===== config.mk =====
export PLATFORM = sky130hd
export DESIGN_NAME = axi4_lite_error_slave_flat
export DESIGN_NICKNAME = d
export VERILOG_FILES = /design/src/rtl/axi4_lite_pkg.sv /design/src/rtl/axi4_lite_if.sv /design/src/rtl/axi4_lite_id_fifo.sv /design/src/rtl/axi4_lite_error_slave.sv /design/src/flat_wrapper.sv
export SDC_FILE = /design/constraint.sdc
export NUM_CORES = 1
export LEC_CHECK = 0
export ABC_AREA = 1
export BUFFER_PORTS_ARGS = -buffer_cell sky130_fd_sc_hd__buf_2
export CAP_MARGIN = 15
export CORE_ASPECT_RATIO = 0.5
export CORE_MARGIN = 2
export CORE_UTILIZATION = 53
export DETAILED_ROUTE_END_ITERATION = 8
export PLACE_DENSITY = 0.87
export SKIP_CTS_REPAIR_TIMING = 1
export SLEW_MARGIN = 20
export SYNTH_ARGS = -nofsm -noshare
export SYNTH_HDL_FRONTEND = slang
export SYNTH_HIERARCHICAL = 1
export SYNTH_SLANG_ARGS = --single-unit

===== constraint.sdc =====
create_clock -name aclk -period 5.1 [get_ports aclk]
set_input_delay 1.02 -clock aclk [delete_from_list [all_inputs] [get_ports aclk]]
set_output_delay 1.02 -clock aclk [all_outputs]
set_load 0.02 [all_outputs]

===== src/rtl/axi4_lite_pkg.sv =====
// Shared AXI4-Lite types, response codes and sizing helpers for the
// terminating (error) slave and its queues.
package axi4_lite_pkg;

    typedef struct packed {
        int unsigned a;  // address width
        int unsigned n;  // data bytes
        int unsigned i;  // ID width, 0 = no ID
    } axi4_lite_cfg_t;

    localparam axi4_lite_cfg_t CFG_DEFAULT = '{a: 32, n: 4, i: 4};

    localparam logic [1:0] RESP_OKAY   = 2'b00;
    localparam logic [1:0] RESP_EXOKAY = 2'b01;
    localparam logic [1:0] RESP_SLVERR = 2'b10;
    localparam logic [1:0] RESP_DECERR = 2'b11;

    // Pointer width for a queue of the given depth; never narrower than one bit.
    function automatic int unsigned depth_bits(input int unsigned depth);
        return (depth <= 1) ? 1 : $clog2(depth);
    endfunction

endpackage


===== src/rtl/axi4_lite_if.sv =====
// AXI4-Lite channel bundle; ID fields keep one bit when the ID width is zero.
interface axi4_lite_if
    import axi4_lite_pkg::*;
#(
    parameter axi4_lite_cfg_t CFG = CFG_DEFAULT
);
    localparam int unsigned IW = (CFG.i == 0) ? 1 : CFG.i;

    logic                 awvalid;
    logic                 awready;
    logic [CFG.a-1:0]     awaddr;
    logic [IW-1:0]        awid;
    logic                 wvalid;
    logic                 wready;
    logic [CFG.n*8-1:0]   wdata;
    logic [CFG.n-1:0]     wstrb;
    logic                 bvalid;
    logic                 bready;
    logic [IW-1:0]        bid;
    logic [1:0]           bresp;
    logic                 arvalid;
    logic                 arready;
    logic [CFG.a-1:0]     araddr;
    logic [IW-1:0]        arid;
    logic                 rvalid;
    logic                 rready;
    logic [IW-1:0]        rid;
    logic [CFG.n*8-1:0]   rdata;
    logic [1:0]           rresp;

    modport slave (
        input  awvalid, awaddr, awid, wvalid, wdata, wstrb, bready,
        input  arvalid, araddr, arid, rready,
        output awready, wready, bvalid, bid, bresp, arready, rvalid, rid, rdata, rresp
    );

    modport master (
        output awvalid, awaddr, awid, wvalid, wdata, wstrb, bready,
        output arvalid, araddr, arid, rready,
        input  awready, wready, bvalid, bid, bresp, arready, rvalid, rid, rdata, rresp
    );

endinterface


===== src/rtl/axi4_lite_id_fifo.sv =====
// Small ID FIFO with registered pointers; with W = 0 it keeps only an occupancy count.
module axi4_lite_id_fifo
    import axi4_lite_pkg::*;
#(
    parameter int unsigned W     = 0,
    parameter int unsigned DEPTH = 2
) (
    input  logic                          clk,
    input  logic                          rst_n,
    input  logic                          push,
    input  logic                          pop,
    input  logic [((W == 0) ? 1 : W)-1:0] din,
    output logic [((W == 0) ? 1 : W)-1:0] dout,
    output logic                          full,
    output logic                          empty
);
    localparam int unsigned WS   = (W == 0) ? 1 : W;
    localparam int unsigned CNTW = $clog2(DEPTH + 1);
    localparam int unsigned PW   = depth_bits(DEPTH);

    logic [CNTW-1:0] cnt_q, cnt_d;
    logic            push_en, pop_en;

    assign full    = (cnt_q == CNTW'(DEPTH));
    assign empty   = (cnt_q == '0);
    // No pass-through: a full queue refuses a push even when popping.
    assign push_en = push & ~full;
    assign pop_en  = pop & ~empty;

    always_comb begin
        cnt_d = cnt_q;
        case ({push_en, pop_en})
            2'b10:   cnt_d = cnt_q + CNTW'(1);
            2'b01:   cnt_d = cnt_q - CNTW'(1);
            default: cnt_d = cnt_q;
        endcase
    end

    always_ff @(posedge clk or negedge rst_n) begin
        if (!rst_n) begin
            cnt_q <= '0;
        end else begin
            cnt_q <= cnt_d;
        end
    end

    if (W > 0) begin : g_store
        logic [WS-1:0] mem_q [DEPTH];
        logic [PW-1:0] wr_ptr_q, rd_ptr_q;

        function automatic logic [PW-1:0] next_ptr(input logic [PW-1:0] p);
            return (p == PW'(DEPTH - 1)) ? '0 : p + PW'(1);
        endfunction

        always_ff @(posedge clk or negedge rst_n) begin
            if (!rst_n) begin
                wr_ptr_q <= '0;
                rd_ptr_q <= '0;
            end else begin
                if (push_en) wr_ptr_q <= next_ptr(wr_ptr_q);
                if (pop_en)  rd_ptr_q <= next_ptr(rd_ptr_q);
            end
        end

        always_ff @(posedge clk) begin
            if (push_en) mem_q[wr_ptr_q] <= din;
        end

        assign dout = mem_q[rd_ptr_q];
    end else begin : g_count_only
        logic unused_din;
        assign unused_din = ^din;
        assign dout       = '0;
    end

endmodule


===== src/rtl/axi4_lite_error_slave.sv =====
// Terminating AXI4-Lite slave for unmapped space: answers every access with a fixed
// response and read pattern, in order, and keeps debug hit counters and addresses.
module axi4_lite_error_slave
    import axi4_lite_pkg::*;
#(
    parameter axi4_lite_cfg_t CONFIG = CFG_DEFAULT,
    parameter logic [31:0]    D      = 32'hbaadc0de,
    parameter logic [1:0]     RESP   = RESP_DECERR,
    parameter int unsigned    DEPTH  = 2,
    parameter int unsigned    CW     = 16
) (
    input  logic                aclk,
    input  logic                aresetn,
    axi4_lite_if.slave          axi4_s,
    input  logic                clr,
    output logic [CW-1:0]       wr_hits,
    output logic [CW-1:0]       rd_hits,
    output logic [CONFIG.a-1:0] last_waddr,
    output logic [CONFIG.a-1:0] last_raddr,
    output logic                hit
);
    localparam int unsigned IW  = (CONFIG.i == 0) ? 1 : CONFIG.i;
    localparam int unsigned DW  = CONFIG.n * 8;
    localparam int unsigned WCW = $clog2(DEPTH + 1);

    function automatic logic [DW-1:0] fill_pattern();
        logic [DW-1:0] p;
        for (int b = 0; b < int'(DW); b++) p[b] = D[b % 32];
        return p;
    endfunction

    localparam logic [DW-1:0] RDATA = fill_pattern();

    logic                aw_full, aw_empty, ar_full, ar_empty;
    logic [IW-1:0]       aw_head, ar_head;
    logic                aw_hs, w_hs, ar_hs, b_hs, r_hs;
    logic                w_ready, b_go, r_go;
    logic [WCW-1:0]      wcnt_q, wcnt_d;
    logic                bvalid_q, rvalid_q;
    logic [IW-1:0]       bid_q, rid_q;
    logic [CW-1:0]       wr_hits_q, rd_hits_q;
    logic [CONFIG.a-1:0] last_waddr_q, last_raddr_q;
    logic                hit_q;
    logic                unused_w;

    assign unused_w = ^{axi4_s.wdata, axi4_s.wstrb};

    assign w_ready = (wcnt_q != WCW'(DEPTH));
    assign aw_hs   = axi4_s.awvalid & ~aw_full;
    assign w_hs    = axi4_s.wvalid & w_ready;
    assign ar_hs   = axi4_s.arvalid & ~ar_full;
    assign b_hs    = bvalid_q & axi4_s.bready;
    assign r_hs    = rvalid_q & axi4_s.rready;

    // Responses only issue from registered queue state, so the payload loads on an
    // edge where the channel is idle or completing.
    assign b_go = ~aw_empty & (wcnt_q != '0) & (~bvalid_q | axi4_s.bready);
    assign r_go = ~ar_empty & (~rvalid_q | axi4_s.rready);

    axi4_lite_id_fifo #(
        .W     (CONFIG.i),
        .DEPTH (DEPTH)
    ) u_aw_fifo (
        .clk   (aclk),
        .rst_n (aresetn),
        .push  (aw_hs),
        .pop   (b_go),
        .din   (axi4_s.awid),
        .dout  (aw_head),
        .full  (aw_full),
        .empty (aw_empty)
    );

    axi4_lite_id_fifo #(
        .W     (CONFIG.i),
        .DEPTH (DEPTH)
    ) u_ar_fifo (
        .clk   (aclk),
        .rst_n (aresetn),
        .push  (ar_hs),
        .pop   (r_go),
        .din   (axi4_s.arid),
        .dout  (ar_head),
        .full  (ar_full),
        .empty (ar_empty)
    );

    always_comb begin
        wcnt_d = wcnt_q;
        case ({w_hs, b_go})
            2'b10:   wcnt_d = wcnt_q + WCW'(1);
            2'b01:   wcnt_d = wcnt_q - WCW'(1);
            default: wcnt_d = wcnt_q;
        endcase
    end

    always_ff @(posedge aclk or negedge aresetn) begin
        if (!aresetn) begin
            wcnt_q   <= '0;
            bvalid_q <= 1'b0;
            bid_q    <= '0;
            rvalid_q <= 1'b0;
            rid_q    <= '0;
        end else begin
            wcnt_q <= wcnt_d;
            if (b_go) begin
                bvalid_q <= 1'b1;
                bid_q    <= aw_head;
            end else if (axi4_s.bready) begin
                bvalid_q <= 1'b0;
            end
            if (r_go) begin
                rvalid_q <= 1'b1;
                rid_q    <= ar_head;
            end else if (axi4_s.rready) begin
                rvalid_q <= 1'b0;
            end
        end
    end

    always_ff @(posedge aclk or negedge aresetn) begin
        if (!aresetn) begin
            wr_hits_q    <= '0;
            rd_hits_q    <= '0;
            last_waddr_q <= '0;
            last_raddr_q <= '0;
            hit_q        <= 1'b0;
        end else begin
            if (clr) begin
                wr_hits_q <= '0;
            end else if (b_hs && wr_hits_q != '1) begin
                wr_hits_q <= wr_hits_q + CW'(1);
            end
            if (clr) begin
                rd_hits_q <= '0;
            end else if (r_hs && rd_hits_q != '1) begin
                rd_hits_q <= rd_hits_q + CW'(1);
            end
            if (aw_hs) last_waddr_q <= axi4_s.awaddr;
            if (ar_hs) last_raddr_q <= axi4_s.araddr;
            // A new hit in the clearing cycle must not be lost.
            if (aw_hs || ar_hs) begin
                hit_q <= 1'b1;
            end else if (clr) begin
                hit_q <= 1'b0;
            end
        end
    end

    assign axi4_s.awready = ~aw_full;
    assign axi4_s.wready  = w_ready;
    assign axi4_s.arready = ~ar_full;
    assign axi4_s.bvalid  = bvalid_q;
    assign axi4_s.bid     = bid_q;
    assign axi4_s.bresp   = RESP;
    assign axi4_s.rvalid  = rvalid_q;
    assign axi4_s.rid     = rid_q;
    assign axi4_s.rdata   = RDATA;
    assign axi4_s.rresp   = RESP;

    assign wr_hits    = wr_hits_q;
    assign rd_hits    = rd_hits_q;
    assign last_waddr = last_waddr_q;
    assign last_raddr = last_raddr_q;
    assign hit        = hit_q;

endmodule

===== src/flat_wrapper.sv =====
// flat-port wrapper written by rule: the top's interface ports become plain ports
module axi4_lite_error_slave_flat import axi4_lite_pkg::*;
#(
    parameter axi4_lite_cfg_t CONFIG = CFG_DEFAULT,
    parameter logic [31:0]    D      = 32'hbaadc0de,
    parameter logic [1:0]     RESP   = RESP_DECERR,
    parameter int unsigned    DEPTH  = 2,
    parameter int unsigned    CW     = 16
)
  (aclk, aresetn, clr, wr_hits, rd_hits, last_waddr, last_raddr, hit, axi4_s_awvalid, axi4_s_awaddr, axi4_s_awid, axi4_s_wvalid, axi4_s_wdata, axi4_s_wstrb, axi4_s_bready, axi4_s_arvalid, axi4_s_araddr, axi4_s_arid, axi4_s_rready, axi4_s_awready, axi4_s_wready, axi4_s_bvalid, axi4_s_bid, axi4_s_bresp, axi4_s_arready, axi4_s_rvalid, axi4_s_rid, axi4_s_rdata, axi4_s_rresp);
  axi4_lite_if axi4_s_i ();
  input  logic aclk;
  input  logic aresetn;
  input  logic clr;
  output logic [CW-1:0] wr_hits;
  output logic [CW-1:0] rd_hits;
  output logic [CONFIG.a-1:0] last_waddr;
  output logic [CONFIG.a-1:0] last_raddr;
  output logic hit;
  input wire logic [$bits(axi4_s_i.awvalid)-1:0] axi4_s_awvalid;
  input wire logic [$bits(axi4_s_i.awaddr)-1:0] axi4_s_awaddr;
  input wire logic [$bits(axi4_s_i.awid)-1:0] axi4_s_awid;
  input wire logic [$bits(axi4_s_i.wvalid)-1:0] axi4_s_wvalid;
  input wire logic [$bits(axi4_s_i.wdata)-1:0] axi4_s_wdata;
  input wire logic [$bits(axi4_s_i.wstrb)-1:0] axi4_s_wstrb;
  input wire logic [$bits(axi4_s_i.bready)-1:0] axi4_s_bready;
  input wire logic [$bits(axi4_s_i.arvalid)-1:0] axi4_s_arvalid;
  input wire logic [$bits(axi4_s_i.araddr)-1:0] axi4_s_araddr;
  input wire logic [$bits(axi4_s_i.arid)-1:0] axi4_s_arid;
  input wire logic [$bits(axi4_s_i.rready)-1:0] axi4_s_rready;
  output wire logic [$bits(axi4_s_i.awready)-1:0] axi4_s_awready;
  output wire logic [$bits(axi4_s_i.wready)-1:0] axi4_s_wready;
  output wire logic [$bits(axi4_s_i.bvalid)-1:0] axi4_s_bvalid;
  output wire logic [$bits(axi4_s_i.bid)-1:0] axi4_s_bid;
  output wire logic [$bits(axi4_s_i.bresp)-1:0] axi4_s_bresp;
  output wire logic [$bits(axi4_s_i.arready)-1:0] axi4_s_arready;
  output wire logic [$bits(axi4_s_i.rvalid)-1:0] axi4_s_rvalid;
  output wire logic [$bits(axi4_s_i.rid)-1:0] axi4_s_rid;
  output wire logic [$bits(axi4_s_i.rdata)-1:0] axi4_s_rdata;
  output wire logic [$bits(axi4_s_i.rresp)-1:0] axi4_s_rresp;
  assign axi4_s_i.awvalid = axi4_s_awvalid;
  assign axi4_s_i.awaddr = axi4_s_awaddr;
  assign axi4_s_i.awid = axi4_s_awid;
  assign axi4_s_i.wvalid = axi4_s_wvalid;
  assign axi4_s_i.wdata = axi4_s_wdata;
  assign axi4_s_i.wstrb = axi4_s_wstrb;
  assign axi4_s_i.bready = axi4_s_bready;
  assign axi4_s_i.arvalid = axi4_s_arvalid;
  assign axi4_s_i.araddr = axi4_s_araddr;
  assign axi4_s_i.arid = axi4_s_arid;
  assign axi4_s_i.rready = axi4_s_rready;
  assign axi4_s_awready = axi4_s_i.awready;
  assign axi4_s_wready = axi4_s_i.wready;
  assign axi4_s_bvalid = axi4_s_i.bvalid;
  assign axi4_s_bid = axi4_s_i.bid;
  assign axi4_s_bresp = axi4_s_i.bresp;
  assign axi4_s_arready = axi4_s_i.arready;
  assign axi4_s_rvalid = axi4_s_i.rvalid;
  assign axi4_s_rid = axi4_s_i.rid;
  assign axi4_s_rdata = axi4_s_i.rdata;
  assign axi4_s_rresp = axi4_s_i.rresp;
  axi4_lite_error_slave #(.CONFIG(CONFIG), .D(D), .RESP(RESP), .DEPTH(DEPTH), .CW(CW)) u_core (.aclk(aclk), .aresetn(aresetn), .axi4_s(axi4_s_i), .clr(clr), .wr_hits(wr_hits), .rd_hits(rd_hits), .last_waddr(last_waddr), .last_raddr(last_raddr), .hit(hit));
endmodule

After elaboration in Yosys (flattened, before gate mapping):

Memories as Yosys holds them, arrays and structs flattened. A register that Yosys moved wholly into a read port is not among the register bits.
Index checks and enable logic that the tools add are counted.

* register bits: 109
* memory bits (writable): 16
* input bits: 116
* output and inout bits: 146
* word-level logic and storage cells: 96
* memories: 2

Memory list
* u_core.u_ar_fifo.g_store.mem_q: depth 2, width 4, read ports 1, clocked after Yosys merged registers in 1, write ports 1, RTL line axi4_lite_id_fifo.sv:48 `logic [WS-1:0] mem_q [DEPTH];`
* u_core.u_aw_fifo.g_store.mem_q: depth 2, width 4, read ports 1, clocked after Yosys merged registers in 1, write ports 1, RTL line axi4_lite_id_fifo.sv:48

* $add $sub $neg: 12
* equal/unequal tests: 11
* multiplexer cells: 21
* bitwise gates (word level): 20
* reductions and logical operators: 16

Operators by type and width (count)
* 16-bit two-way mux: 4
* 16-bit by 1-bit adder with 16-bit output (second input constant): 2
* 16-bit != test (second input constant): 2
* 2-bit nonzero test: 9
* 1-bit two-way mux: 14
* 1-bit bitwise AND: 12
* 2-bit one-hot mux with 2 select lines: 3
* 2-bit equality test (second input constant): 5
* 2-bit by 1-bit adder with 2-bit output (second input constant): 3
* 2-bit by 1-bit equality test with 1-bit output (second input constant): 3
* 1-bit inverter: 6
* 2-bit by 1-bit subtractor with 2-bit output (second input constant): 3
* 1-bit adder (second input constant): 4
* 2-bit zero test: 2
* 1-bit logical AND: 2
* 1-bit zero test: 2
* 2-bit != test (second input constant): 1
* 1-bit OR: 2
* 1-bit logical OR: 1

Depth between registers and ports, before layout:

Gate-level depths: netlist of run 1.

* depth after elaboration: 7
* depth in mapped cells: 14
* mapped depth without buffers: 14

Modules after synthesis:

Netlist of run 1, hierarchy kept.

By module, submodules not included
* axi4_lite_error_slave: times used 1, cells an instance 689, area an instance 5430.2 µm², seq. area each 2727.6 µm²
* axi4_lite_id_fifo (u_core.u_aw_fifo): times used 1, cells an instance 53, area an instance 526.8 µm², seq. area each 340.3 µm²
* axi4_lite_id_fifo (u_core.u_ar_fifo): times used 1, cells an instance 53, area an instance 524.3 µm², seq. area each 340.3 µm²

Worst setup path after synthesis of run 1:

Ideal clock, no wire load.

* path kind: input to register
* from: in axi4_s_awvalid
* to: reg u_core.u_aw_fifo.cnt_q[1]
* library setup time: 117 ps
* arrival time: 2095 ps
* data required time: 4983 ps
* setup slack: 2888 ps
* cell stages on the path: 9
* path buffers: 1
* cell sequence: nand2_1 -> inv_1 -> buf_2 -> o21ai_2 -> ha_1 -> inv_1 -> nand3_1 -> nand2_1 -> nand2_1

* longest elaborated chain between the ends: 4
* elaborated cells on any way between the ends: 6
* those cells by class: eq/ne: 2; mux: 1; bitwise: 2; reduce/logical: 1

Ends and longest elaborated chain
* start: declaration: RTL line flat_wrapper.sv:20 `input wire logic [$bits(axi4_s_i.awvalid)-1:0] axi4_s_awvalid;`
* 1-bit bitwise AND *: RTL line axi4_lite_error_slave.sv:49 `assign aw_hs = axi4_s.awvalid & ~aw_full;`
* named net u_core.aw_hs: RTL line axi4_lite_error_slave.sv:36 `logic aw_hs, w_hs, ar_hs, b_hs, r_hs;`
* 1-bit bitwise AND *: RTL line axi4_lite_id_fifo.sv:27 `assign push_en = push & ~full;`
* 2-bit by 1-bit equality test with 1-bit output / 2-bit equality test (equally long branches): RTL line axi4_lite_id_fifo.sv:32 `case ({push_en, pop_en})`
* 2-bit one-hot mux with 2 select lines / 2-bit nonzero test (equally long branches)
* end signal: assignment: RTL line axi4_lite_id_fifo.sv:43 `cnt_q <= cnt_d;`
* end: declaration: RTL line axi4_lite_id_fifo.sv:21 `logic [CNTW-1:0] cnt_q, cnt_d;`

The timed path passes the listed nets; every way through them passes the cells marked *.
A chain may end at the register's enable or synchronous reset.

Worst setup path in the final report of run 1:

* from: in axi4_s_awvalid
* to: reg u_core.u_aw_fifo.cnt_q[1]

* longest elaborated chain between the ends: 4
* elaborated cells on any way between the ends: 6
* those cells by class: eq/ne: 2; mux: 1; bitwise: 2; reduce/logical: 1

Ends and longest elaborated chain (RTL line)
* 1-bit bitwise AND *: axi4_lite_error_slave.sv:49
* 1-bit bitwise AND *: axi4_lite_id_fifo.sv:27
* 2-bit by 1-bit equality test with 1-bit output / 2-bit equality test (equally long branches): axi4_lite_id_fifo.sv:32
* 2-bit one-hot mux with 2 select lines / 2-bit nonzero test (equally long branches)

Every way passes the cells marked *; elsewhere a longest branch is shown, timed or not.

==> run metrics, run 1 <==
status completed; Crit Path Max Fanout 34; setup violators final 0; Die X between 150 and 200 µm; area added between synthesis and finish 23.61%; initial antenna violation count 0; Clock Sinks around 130; Power Dens Cells approximately 540 mW/mm²; Clock Skews approximately 0.0076 ns; GRT overflow 0; final std cells w/o fill 1165; clk slew on worst S/H paths around 0.06 ns; path depth of the worst reg2reg path 11; Peak VDD IR between 0.0003 and 0.0004 V; critical path type input pin to flop; synth warn 6; ranking of synthesized cells by area dfrtp_1, nand2_1, edfxtp_1; final slew viol count 0; CP startpoint kind input pin; switch share between 30% and 40%; relative slew slack 33.04%; Hold WS 0.4726 ns; row cnt 28; Max Fclk ~330 MHz; Top-Level Pins 262; final instance area ~0.008 mm²; dpl ws about 1.9 ns; power share of the combinational group 34.6%; worst skew pair latency 0.40 ns; share of the synthesized area in the top cell type between 40% and 50%; DP Wirelength approximately 10000 µm; Crit path arrival time 3.33 ns; Avg Cell Area, Syn approximately 8.2 µm²; Clk pwr share ~28%; Int Pwr 2.619 mW; Num CTS Buffers 17; number of global-route vias before repair ~5300; most common cell after layout, fill and taps aside nand2_1; Mapped Cells approximately 800; Lkg Pwr about 4.5 nW; placed instance area about 0.0074 mm²; port buffer count 189; Overall Global Routing Usage between 20% and 30%; Syn Std Cell Area 0.006481 mm²; via/cell ratio 4.889; Post-synth top flop dfrtp_1; number of remaining DRC errors 0; routability cong. roughly 0.83; Tot Pwr 4.288 mW; drt first pass iters 5; max-cap violations 0; Seq/Total Area, Yosys a little over half; Hold Crit Endpoint u_core/last_raddr[31]; final worst slack ~2.1 ns; Die H just over 80 µm; Reg-to-Reg End u_core/u_aw_fifo/cnt_q[1]; RSZ-0062 raised after global routing false; Placed Instances between 1000 and 1500; share of layout cells above drive strength 1 25.70%; Placeable Area about 0.012 mm²; # diodes 0; HP Start u_core/last_raddr[31]; Worst Max-Slew Pin Slew about 1 ns; Worst R2R Setup Slack between 2 and 2.5 ns; register bit total from synthesis between 100 and 150; first-pass GRT wire length 24210 µm; time the worst path needs with I/O delays and setup roughly 3 ns; r2r startpoint u_core/u_aw_fifo/cnt_q[0]; post-synth top area cell dfrtp_1; Final Hold Vio Count 0; worst min path class flop to flop; count of different cell masters after synthesis 26; DRT iter0 DRCs 278; Flop pwr share between 30% and 40%; Final Core Density between 60% and 70%; most frequent cells in the layout nand2_1, buf_2, dfrtp_1, inv_1, nand3_1; Worst Path Required 5.39 ns; CP endpoint kind flop; post-route setup TNS 0 ns; CTS max path bufs 2; Initial Util a little over half; hold path depth 2; # H-tree levels 4; largest net degree at the start of global routing 81; Routed WL per cell roughly 13 µm; final wirelength around 15000 µm; Root Buffer clkbuf_16; Die ar. roughly 0.013 mm²; share of synthesized registers carrying an async set or reset 87.97%; CTS tree done; Post-synth EDFFs 16; Final Cycle Share 59.53%; antenna viol nets, final 0; nets@finish 1108; NetSw ~1.7 mW; Vias roughly 5700
-- critical path, stage by stage --
cell	delay, ns
buf_2	0.10
nand2_1	0.06
buf_4	0.34
clkinv_1	0.88
o21ai_2	0.35
ha_1	0.30
inv_1	0.09
nand3_1	0.08
nand2_1	0.07
nand2_1	0.04
-- sequential cells by signal (all words and copies together), names as in the netlist --
name,flops
u_core/wcnt_q,2
u_core/axi4_s.bvalid,1
u_core/u_aw_fifo/g_store.wr_ptr_q,1
u_core/u_aw_fifo/cnt_q,2
u_core/u_ar_fifo/g_store.rd_ptr_q,1
u_core/u_aw_fifo/g_store.mem_q,8
u_core/u_ar_fifo/cnt_q,2
u_core/u_ar_fifo/g_store.wr_ptr_q,1
u_core/u_aw_fifo/g_store.rd_ptr_q,1
u_core/last_waddr,32
u_core/axi4_s.rid,4
u_core/last_raddr,32
u_core/axi4_s.bid,4
u_core/u_ar_fifo/g_store.mem_q,8
u_core/wr_hits,16
u_core/rd_hits,16
u_core/hit,1
u_core/axi4_s.rvalid,1
-- area by class of cell --
type	instances	area (µm²)
multi-input cells	575	2567
repair buffers	193	982.2
well taps	165	206.4
clock buffers	21	471.7
clock inverters	11	123.9
fillers	926	3865
inverters	67	251.5
flip-flops and latches	133	3408
-- Yosys cell counts (8+ instances only) --
cell,count
buf_4,36
clkbuf_1,8
dfrtp_1,117
edfxtp_1,16
inv_1,62
nand2_1,368
nand3_1,57
nand4_1,8
nor2_1,26
nor2_2,10
o21ai_1,13
xor2_1,13
-- worst max path at each step --
stage / from / end / slack (ns) / depth (start not counted)
floorplan: axi4_s_awvalid / u_core/u_aw_fifo/cnt_q[1] / 2.89 / 9
global placement: axi4_s_awvalid / u_core/u_aw_fifo/cnt_q[1] / 2.03 / 10
detailed placement: axi4_s_awvalid / u_core/u_aw_fifo/cnt_q[1] / 1.92 / 10
CTS: axi4_s_awvalid / u_core/u_aw_fifo/cnt_q[1] / 2.35 / 10
global route: u_core/u_aw_fifo/cnt_q[0] / u_core/u_aw_fifo/cnt_q[1] / 1.77 / 11
finish: axi4_s_awvalid / u_core/u_aw_fifo/cnt_q[1] / 2.06 / 10
-- power by group through the flow --
stage               sequential [mW]  clock, mW  combinational (mW)
floorplan                      1.88          0               0.712
global placement               1.58          0                1.41
detailed placement             1.59          0                1.47
CTS                            1.58       1.24                1.49
global route                   1.62       1.29                1.64
finish                         1.58       1.22                1.48
-- routing by layer --
| metal | global-route usage [%] | routed length [µm] | vias up | part of all wire, % |
|---|---|---|---|---|
| met5 | 0 | 0 | - | 0 |
| met4 | 8.288 | 103 | 0 | 0.68 |
| met3 | 4.995 | 874 | 11 | 5.8 |
| met2 | 41.68 | 7828 | 210 | 52 |
| met1 | 27.63 | 6312 | 2697 | 42 |
| li1 | - | - | 2778 | - |
-- logic make-up after synthesis --
logic type	share of synthesized area (%)
AO/OA/AOI/OAI	2.181
XOR/XNOR	2.162
adder cells (fa/ha/maj)	0.9653
buffers and inverters	9.768
flip-flops	52.59
other	0.1159
AND/OR/NAND/NOR	32.22
Power figures use the tool's default switching activity.
==> run 2: changes to the inputs <==
--- a/config.mk
+++ b/config.mk
@@ -10,9 +10,9 @@
 export CAP_MARGIN = 15
 export CORE_ASPECT_RATIO = 0.5
 export CORE_MARGIN = 2
-export CORE_UTILIZATION = 53
+export CORE_UTILIZATION = 49
 export DETAILED_ROUTE_END_ITERATION = 8
-export PLACE_DENSITY = 0.87
+export PLACE_DENSITY = 0.81
 export SKIP_CTS_REPAIR_TIMING = 1
 export SLEW_MARGIN = 20
 export SYNTH_ARGS = -nofsm -noshare
==> constraint.sdc (replaced) <==
create_clock -name aclk -period 2.9 [get_ports aclk]
set_input_delay 0.58 -clock aclk [delete_from_list [all_inputs] [get_ports aclk]]
set_output_delay 0.58 -clock aclk [all_outputs]
set_load 0.02 [all_outputs]
==> run metrics, run 2 (synthesized netlist as in run 1, its figures left out) <==
status completed (unchanged); final worst slack 0.8055 ns (was 2.064 ns); largest net degree at the start of global routing 44 (was 81); Peak VDD IR 0.0005192 V (was 0.0003306 V); CP endpoint kind flop (unchanged); DRT iter0 DRCs 202 (was 278); Final Cycle Share between 70% and 80%; CTS tree done (unchanged); GRT overflow 0 (unchanged); post-route setup TNS 0 ns (unchanged); Top-Level Pins 262 (unchanged); initial antenna violation count 0 (unchanged); Worst Path Required 3.16 ns (was 5.39 ns); final wirelength 15020 µm (was 15120 µm); Root Buffer clkbuf_16 (unchanged); routability cong. 0.8504 (was 0.8342); RSZ-0062 raised after global routing false (unchanged); Critical Path Max Stage Delay 0.46 ns (was 0.88 ns); number of global-route vias before repair 5281 (was 5261); Die X 166.6 µm (was 160.4 µm); Crit Path Max Fanout 7 (was 34); Num CTS Buffers 17 (unchanged); CP startpoint kind flop (was input pin); nets@finish 1112 (was 1108); most common cell after layout, fill and taps aside nand2_1 (unchanged); worst skew pair latency 0.41 ns (was 0.40 ns); critical path type flop to flop (was input pin to flop); via/cell ratio 4.773 (was 4.889); most frequent cells in the layout nand2_1, buf_2, dfrtp_1, inv_1, nand3_1 (unchanged); Crit path arrival time 2.36 ns (was 3.33 ns); Die ar. 0.01422 mm² (was 0.01318 mm²); Clock Sinks 133 (unchanged); Initial Util 50.74% (was 54.57%); drt first pass iters 4 (was 5); antenna viol nets, final 0 (unchanged); clk slew on worst S/H paths 0.06 ns (about the same); # diodes 0 (unchanged); Hold WS 0.1657 ns (was 0.4726 ns); first-pass GRT wire length 24450 µm (was 24210 µm); Final Core Density 63.22% (was 67.46%); Final Hold Vio Count 0 (unchanged); Clock Skews 0.01102 ns (was 0.007593 ns); final std cells w/o fill 1174 (was 1165); Placeable Area 0.01277 mm² (was 0.01188 mm²); Worst Max-Slew Pin Slew 0.5609 ns (was 0.9982 ns); Overall Global Routing Usage 21.19% (was 22.91%); CTS max path bufs 2 (unchanged); row cnt 29 (was 28); worst min path class input pin to async pin (was flop to flop); number of remaining DRC errors 0 (unchanged); max-cap violations 0 (unchanged); DP Wirelength 10750 µm (was 10280 µm); Placed Instances 1142 (was 1133); time the worst path needs with I/O delays and setup about 2.1 ns; Max Fclk around 480 MHz; final slew viol count 0 (unchanged); dpl ws 0.8377 ns (was 1.925 ns); slowest CP cell dfrtp_1 (was clkinv_1); Lkg Pwr 4.515 nW (was 4.482 nW); Die H 85.33 µm (was 82.20 µm); setup violators final 0 (unchanged); area added between synthesis and finish 24.59% (was 23.61%); # H-tree levels 4 (unchanged); Vias 5604 (was 5696); worst-path cell chain inv_2 > nand2_2 > inv_1 > a21oi_1 > nand2_1 > inv_1 > ha_1 > a21oi_1 > o21ai_0 > xor2_1 (was buf_2 > nand2_1 > buf_4 > clkinv_1 > o21ai_2 > ha_1 > inv_1 > nand3_1 > nand2_1 > nand2_1); port buffer count 189 (unchanged); share of layout cells above drive strength 1 26.20% (was 25.70%); relative slew slack 62.61% (was 33.04%); Power Dens Cells 943.2 mW/mm² (was 535.3 mW/mm²); Routed WL per cell 12.79 µm (was 12.98 µm)
-- run 2: cell count changes in the layout (fill, tap and decap cells not counted), moves of 2 or more --
cell      before  now
clkbuf_1       2    0
inv_6          1    3
clkinv_2       3    1
buf_4          4    8
-- run 2: routing by layer --
layer	GRT usage (%)	up-vias	part of all wire, %
met4	7.915	0	1.7
li1	-	2795	-
met1	26.09	2585	43
met2	37.68	201	50
met5	0	-	0
met3	4.058	23	5.5
-- run 2: critical path: cells and delay by family, from the launching register on --
family | cells | cell delay [ns]
flip-flops | 1 | 0.46
XOR/XNOR | 1 | 0.18
buffers and inverters | 3 | 0.37
AO/OA/AOI/OAI | 3 | 0.40
adder cells (fa/ha/maj) | 1 | 0.30
AND/OR/NAND/NOR | 2 | 0.25
-- run 2: cell type report --
type | instances | area (µm²)
Sequential cell | 133 | 3408
Clock buffer | 18 | 439.2
Timing Repair Buffer | 197 | 1021
Clock inverter | 14 | 175.2
Fill cell | 1057 | 4697
Tap cell | 170 | 212.7
Multi-Input combinational cell | 575 | 2567
Inverter | 67 | 251.5
-- run 2: power breakdown --
part	total, mW	internal [mW]	switching (mW)
clock	2.23	1.38	0.844
combinational	2.60	0.813	1.79
sequential	2.79	2.45	0.335
-- run 2: worst paths after layout --
kind / start / to / slack, ns / cells past startpoint
worst max register to register: u_core/u_aw_fifo/cnt_q[0] / u_core/wcnt_q[1] / 0.81 / 10
worst min-delay path: aresetn / u_core/last_raddr[10] / 0.17 / 1
worst min register to register: u_core/last_waddr[6] / u_core/last_waddr[6] / 0.47 / 2
min in group aclk: axi4_s_awaddr[30] / u_core/last_waddr[30] / 0.36 / 3
max in group asynchronous: aresetn / u_core/last_waddr[7] / 1.96 / 2
worst max-delay path: u_core/u_aw_fifo/cnt_q[0] / u_core/wcnt_q[1] / 0.81 / 10
-- run 2: through the flow --
stage          power, mW  cell area, µm²
3_5_place_dp       5.401            7461
2_1_floorplan      4.556            6609
6_report           7.617            8075
5_1_grt            8.082            8075
4_1_cts            7.681            8075
3_3_place_gp       5.276            7461
